**src/rtl/alu_seq.sv**
```systemverilog
// Registered ALU with valid/ready handshakes. Single-cycle ops plus a
// WIDTH-cycle shift-add unsigned multiply; flags are taken from the final result.
module alu_seq #(
    parameter int WIDTH = 32,
    localparam int SHW = $clog2(WIDTH)
) (
    input  logic             clk,
    input  logic             rst_n,
    input  logic             in_valid_i,
    output logic             in_ready_o,
    input  logic [WIDTH-1:0] a_i,
    input  logic [WIDTH-1:0] b_i,
    input  logic [SHW-1:0]   shamt_i,
    input  logic [3:0]       op_i,
    output logic             out_valid_o,
    input  logic             out_ready_i,
    output logic [WIDTH-1:0] result_o,
    output logic [3:0]       flag_o
);

    localparam int CW = SHW + 1;

    localparam logic [3:0] OP_ADD = 4'd0;
    localparam logic [3:0] OP_NEG = 4'd1;
    localparam logic [3:0] OP_AND = 4'd2;
    localparam logic [3:0] OP_XOR = 4'd3;
    localparam logic [3:0] OP_SUB = 4'd4;
    localparam logic [3:0] OP_SRL = 4'd5;
    localparam logic [3:0] OP_SLL = 4'd6;
    localparam logic [3:0] OP_SRA = 4'd7;
    localparam logic [3:0] OP_MUL = 4'd8;
    localparam logic [3:0] OP_SLT = 4'd9;

    typedef enum logic {S_IDLE, S_MUL} state_e;

    state_e               state_q, state_d;
    logic                 out_valid_q, out_valid_d;
    logic [WIDTH-1:0]     result_q, result_d;
    logic [3:0]           flag_q, flag_d;
    logic [CW-1:0]        cnt_q, cnt_d;
    logic [2*WIDTH-1:0]   acc_q, acc_d;
    logic [2*WIDTH-1:0]   mcand_q, mcand_d;
    logic [WIDTH-1:0]     mplier_q, mplier_d;

    logic [WIDTH-1:0]     alu_res;
    logic                 alu_c, alu_ov, alu_known;
    logic [3:0]           alu_flag;
    logic [2*WIDTH-1:0]   acc_step;
    logic [3:0]           mul_flag;

    assign in_ready_o  = (state_q == S_IDLE) && (!out_valid_q || out_ready_i);
    assign out_valid_o = out_valid_q;
    assign result_o    = result_q;
    assign flag_o      = flag_q;

    // Single-cycle datapath; undefined opcodes yield zero result and zero flags.
    always_comb begin
        alu_res   = '0;
        alu_c     = 1'b0;
        alu_ov    = 1'b0;
        alu_known = 1'b1;
        case (op_i)
            OP_ADD: begin
                {alu_c, alu_res} = {1'b0, a_i} + {1'b0, b_i};
                alu_ov = (a_i[WIDTH-1] == b_i[WIDTH-1]) && (alu_res[WIDTH-1] != a_i[WIDTH-1]);
            end
            OP_NEG: alu_res = ~b_i + WIDTH'(1);
            OP_AND: alu_res = a_i & b_i;
            OP_XOR: alu_res = a_i ^ b_i;
            OP_SUB: begin
                alu_res = a_i - b_i;
                alu_c   = (a_i >= b_i);
                alu_ov  = (a_i[WIDTH-1] != b_i[WIDTH-1]) && (alu_res[WIDTH-1] != a_i[WIDTH-1]);
            end
            OP_SRL: alu_res = a_i >> shamt_i;
            OP_SLL: alu_res = a_i << shamt_i;
            OP_SRA: alu_res = $unsigned($signed(a_i) >>> shamt_i);
            OP_SLT: alu_res = WIDTH'($signed(a_i) < $signed(b_i));
            default: alu_known = 1'b0;
        endcase
        alu_flag = alu_known ? {alu_ov, alu_res[WIDTH-1], (alu_res == '0), alu_c} : 4'b0000;
    end

    assign acc_step = acc_q + (mplier_q[0] ? mcand_q : '0);
    assign mul_flag = {1'b0, acc_step[WIDTH-1], (acc_step[WIDTH-1:0] == '0),
                       (acc_step[2*WIDTH-1:WIDTH] != '0)};

    // Next-state: a result load at the same edge as a drain keeps out_valid high.
    always_comb begin
        state_d     = state_q;
        out_valid_d = out_valid_q;
        result_d    = result_q;
        flag_d      = flag_q;
        cnt_d       = cnt_q;
        acc_d       = acc_q;
        mcand_d     = mcand_q;
        mplier_d    = mplier_q;
        if (out_valid_q && out_ready_i) begin
            out_valid_d = 1'b0;
        end
        case (state_q)
            S_IDLE: begin
                if (in_valid_i && in_ready_o) begin
                    if (op_i == OP_MUL) begin
                        mcand_d  = {{WIDTH{1'b0}}, a_i};
                        mplier_d = b_i;
                        acc_d    = '0;
                        cnt_d    = CW'(WIDTH);
                        state_d  = S_MUL;
                    end else begin
                        result_d    = alu_res;
                        flag_d      = alu_flag;
                        out_valid_d = 1'b1;
                    end
                end
            end
            S_MUL: begin
                acc_d    = acc_step;
                mcand_d  = mcand_q << 1;
                mplier_d = mplier_q >> 1;
                cnt_d    = cnt_q - CW'(1);
                if (cnt_q == CW'(1)) begin
                    result_d    = acc_step[WIDTH-1:0];
                    flag_d      = mul_flag;
                    out_valid_d = 1'b1;
                    state_d     = S_IDLE;
                end
            end
            default: state_d = S_IDLE;
        endcase
    end

    always_ff @(posedge clk or negedge rst_n) begin
        if (!rst_n) begin
            state_q     <= S_IDLE;
            out_valid_q <= 1'b0;
            result_q    <= '0;
            flag_q      <= '0;
            cnt_q       <= '0;
            acc_q       <= '0;
            mcand_q     <= '0;
            mplier_q    <= '0;
        end else begin
            state_q     <= state_d;
            out_valid_q <= out_valid_d;
            result_q    <= result_d;
            flag_q      <= flag_d;
            cnt_q       <= cnt_d;
            acc_q       <= acc_d;
            mcand_q     <= mcand_d;
            mplier_q    <= mplier_d;
        end
    end

endmodule

```
**config.mk**
```make
export PLATFORM = sky130hd
export DESIGN_NAME = alu_seq
export DESIGN_NICKNAME = d
export VERILOG_FILES = /design/src/rtl/alu_seq.sv
export SDC_FILE = /design/constraint.sdc
export NUM_CORES = 1
export LEC_CHECK = 0
export ABC_AREA = 1
export BUFFER_PORTS_ARGS = -buffer_cell sky130_fd_sc_hd__buf_4
export CAP_MARGIN = 40
export CORE_ASPECT_RATIO = 0.75
export CORE_UTILIZATION = 40
export DETAILED_ROUTE_END_ITERATION = 12
export SKIP_LAST_GASP = 1
export SYNTH_ARGS = -nofsm -noshare
export SYNTH_HDL_FRONTEND = slang
export SYNTH_SLANG_ARGS = --single-unit
```
**constraint.sdc**
```tcl
create_clock -name clk -period 2.75 [get_ports clk]
set_input_delay 0 -clock clk [delete_from_list [all_inputs] [get_ports clk]]
set_output_delay 0 -clock clk [all_outputs]
set_load 0.01 [all_outputs]
```
==> results.sh <==
export IMPL_cap_viol_max_count=0
export IMPL_syn_mean_instance_area_sq_um=5.78
export IMPL_viasPerCell=5.53
export IMPL_antenna_left=0
export IMPL_swShare=0.497
export IMPL_cp_start_kind="flop"
export IMPL_worst_ep_arrival_time_ns=3.87
export IMPL_port_buffers=114
export IMPL_grt_usage=0.426
export IMPL_synth_edf_count=0
export IMPL_dp_cells=5651
export IMPL_ios=115
export IMPL_finalWeightedCongestion=1.11
export IMPL_drive_above_1_share=0.275
export IMPL_crit_type="flop to flop"
export IMPL_slew_headroom=0.457
export IMPL_route_detailed_drc=0
export IMPL_fp_row_count=76
export IMPL_die_h_um=212
export IMPL_insertion_delay_ns=0.55
export IMPL_synth_compound_area_frac=0.156
export IMPL_stdcell_count=5766
export IMPL_tightest_slew_ns=0.812
export IMPL_grt_pass1_wl_um=187000
export IMPL_drtIter0Drc=4381
export IMPL_cts_sinks=204
export IMPL_rrSetupSlack_ns=-0.68
export IMPL_wl_per_cell_um=22.5
export IMPL_drt_total_wl_um=130000
export IMPL_yosysUniqueCellTypes=59
export IMPL_irDropWorstVdd_mv=0.973
export IMPL_dp_hpwl_um=108000
export IMPL_synth_top_area_frac=0.216
export IMPL_grt_pass1_vias=28800
export IMPL_holdPathStages=5
export IMPL_synthXorXnorAreaFrac=0.0174
export IMPL_hold_path_class="input port to flop"
export IMPL_cp_required_ns=3.19
export IMPL_syn2layout_area_growth_pct=44.4
export IMPL_ys_flop_type="dfrtp_1"
export IMPL_mappedNetlistNets=4296
export IMPL_cts_tree="built"
export IMPL_ys_seq_area_frac=0.216
export IMPL_violations="setup timing"
export IMPL_seqPwrFrac=0.130
export IMPL_r2r_cells=25
export IMPL_path_clk_slew_ns=0.07
export IMPL_max_stage_delay_ns=0.43
export IMPL_clkPwrFrac=0.077
export IMPL_pwr_density_cell_nw_per_um2=1240
export IMPL_grt_max_degree=94
export IMPL_min_from="in_valid_i"
export IMPL_p_sw_uw=21000
export IMPL_drt_first_pass_iters=7
export IMPL_num_nets_final=5180
export IMPL_slew_violations=0
export IMPL_synth_fa_ha_area_frac=0.0715
export IMPL_grt_ovfl_total=0
export IMPL_p_leak_uw=0.0173
export IMPL_antenna_found_initial=2
export IMPL_clockBufferDepth=3
export IMPL_fin_ws_ns=-0.676
export IMPL_initial_core_util=0.408
export IMPL_final_cell_mix="1157 x nand2_1, 930 x buf_4, 470 x nor2_1"
export IMPL_setup_viol=61
export IMPL_cp_max_fo=26
export IMPL_yosys_warnings=0
export IMPL_fmax_mhz=292
export IMPL_muxShareOfSynthArea=0.000477
export IMPL_finalHoldViolCount=0
export IMPL_crit_start="mplier_q[0]"
export IMPL_synth_async_reset_ratio=1.00
export IMPL_synth_largest_area_cell="dfrtp_1"
export IMPL_netlist_top_cells_area="dfrtp_1 22%, nand2_1 19%, nand3_1 9.8%"
export IMPL_rsz0062_at_grt="true"
export IMPL_cts_root_buf="clkbuf_16"
export IMPL_status="complete, but fails checks"
export IMPL_die_area_sq_um=60000
export IMPL_synth_area_sq_um=23600
export IMPL_h_tree_depth=1
export IMPL_crit_path_frequent_cell="nand2_1"
export IMPL_critPathCaptureType="flop"
export IMPL_p_int_uw=21200
export IMPL_ys_seq_elements=204
export IMPL_min_period_over_period=1.25
export IMPL_nFillCells=5905
export IMPL_cts_inserted_buffers=24
export IMPL_p_comb_frac=0.794
export IMPL_synth_top_family_by_area="simple AND/OR/NAND/NOR gates"
export IMPL_vias=31900
export IMPL_syn_inst=4086
export IMPL_min_period_ns=3.43
export IMPL_rr_startpoint="mplier_q[0]"
export IMPL_hold_ws_ns=0.0388
export IMPL_core_area_sq_um=57800
export IMPL_fin_skew_ns=0.0159
export IMPL_synth_simple_gate_area_frac=0.428
export IMPL_cpMaxStageDelayCell="dfrtp_2"
export IMPL_chipWidth_um=282
export IMPL_final_common_cell="nand2_1"
==> cell families (layout without fill, tap and decap cells) <==
| kind of cell | count (synthesis) | count (layout) |
|---|---|---|
| and+or+nand+nor | 2399 | 2399 |
| buffers and inverters | 657 | 1556 |
| adders and majority gates | 133 | 133 |
| muxes | 1 | 1 |
| other | 0 | 1 |
| xor gates and xnor gates | 47 | 47 |
| DFF | 204 | 204 |
| AOI/OAI and AO/OA | 645 | 645 |
==> synthesized netlist by cell type (7+ instances only) <==
cell / n
nand2_1: 1210
nor2_1: 536
inv_1: 483
nand3_1: 460
a21oi_1: 207
dfrtp_1: 204
o21ai_0: 197
ha_1: 130
o22ai_1: 103
clkbuf_1: 67
nor3_1: 46
nand4_1: 40
buf_2: 39
o211ai_1: 31
xnor2_1: 28
or2_2: 26
buf_1: 23
o21a_1: 23
inv_2: 21
nand2_2: 19
xor2_1: 19
o21ai_1: 18
o21bai_1: 17
nand3b_1: 15
nor2_2: 12
buf_4: 11
nor4_1: 9
a211oi_1: 7
a21boi_0: 7
a21o_1: 7
==> state kept, by name (all words and copies together), names as in the netlist <==
register	flops
acc_q	64
mcand_q	64
mplier_q	32
result_o	32
cnt_q	6
flag_o	4
out_valid_o	1
state_q	1
==> per-stage QoR <==
step / util / setup WS [ns] / area, sq um / power [uW] / TNS [ns]
floorplan: - / 0.0190 / 23600 / 18500 / 0
global placement: 0.540 / -0.986 / 31200 / 33100 / -17.86
detailed placement: 0.540 / -1.01 / 31200 / 33200 / -18.96
CTS: 0.578 / -0.549 / 33400 / 39100 / -7.41
global route: 0.589 / -0.780 / 34100 / 44700 / -20.47
finish: 0.590 / -0.676 / 34100 / 42200 / -10.76
==> timing repair <==
item / in CTS / in global routing
gates resized for setup: 226 / 149
buffers inserted: 13 / 9
endpoints found under the setup margin: 71 / 78
hold buffers: 51 / 0
endpoints found under the hold margin: 251 / 0
pin swaps: 25 / 29
==> area by class of cell <==
cell class,count,area (sq um),area share
tap,780,976,0.0286
multi-input combinational,3225,17300,0.508
inverter,507,1910,0.0561
sequential,204,5110,0.150
antenna,1,2.50,0.0000734
timing repair buffer,1008,7980,0.234
clock buffer,35,723,0.0212
clock inverter,6,55.1,0.00162
==> metal layers <==
metal | routed length, um | part of all wire | global-route usage
met3 | 21100 | 0.16 | 0.188
met2 | 43700 | 0.34 | 0.502
met1 | 61800 | 0.48 | 0.671
met4 | 2870 | 0.022 | 0.0818
met5 | 167 | 0.0013 | 0.0207
==> worst paths after layout <==
path | end
max | flag_o[0]
min | acc_q[1]
max reg2reg | flag_o[0]
min reg2reg | result_o[11]
max in group asynchronous | mplier_q[18]
min in group asynchronous | mplier_q[20]
==> critical path, delay by kind of cell, from the launching register on <==
family                   cells  cell delay [ns]
AND/OR/NAND/NOR             15             1.54
flip-flops                   1             0.43
AO/OA/AOI/OAI                1             0.06
buffers and inverters        8             0.96
adder cells (fa/ha/maj)      1             0.33
==> power by group through the flow <==
stage	Clock [uW]	Sequential, uW	Combinational [uW]
finish	3230	5470	33500
global route	3370	5600	35700
CTS	3270	5390	30400
detailed placement	0	5330	27900
global placement	0	5360	27800
floorplan	0	5200	13300
(Power assumes the default switching activity.)
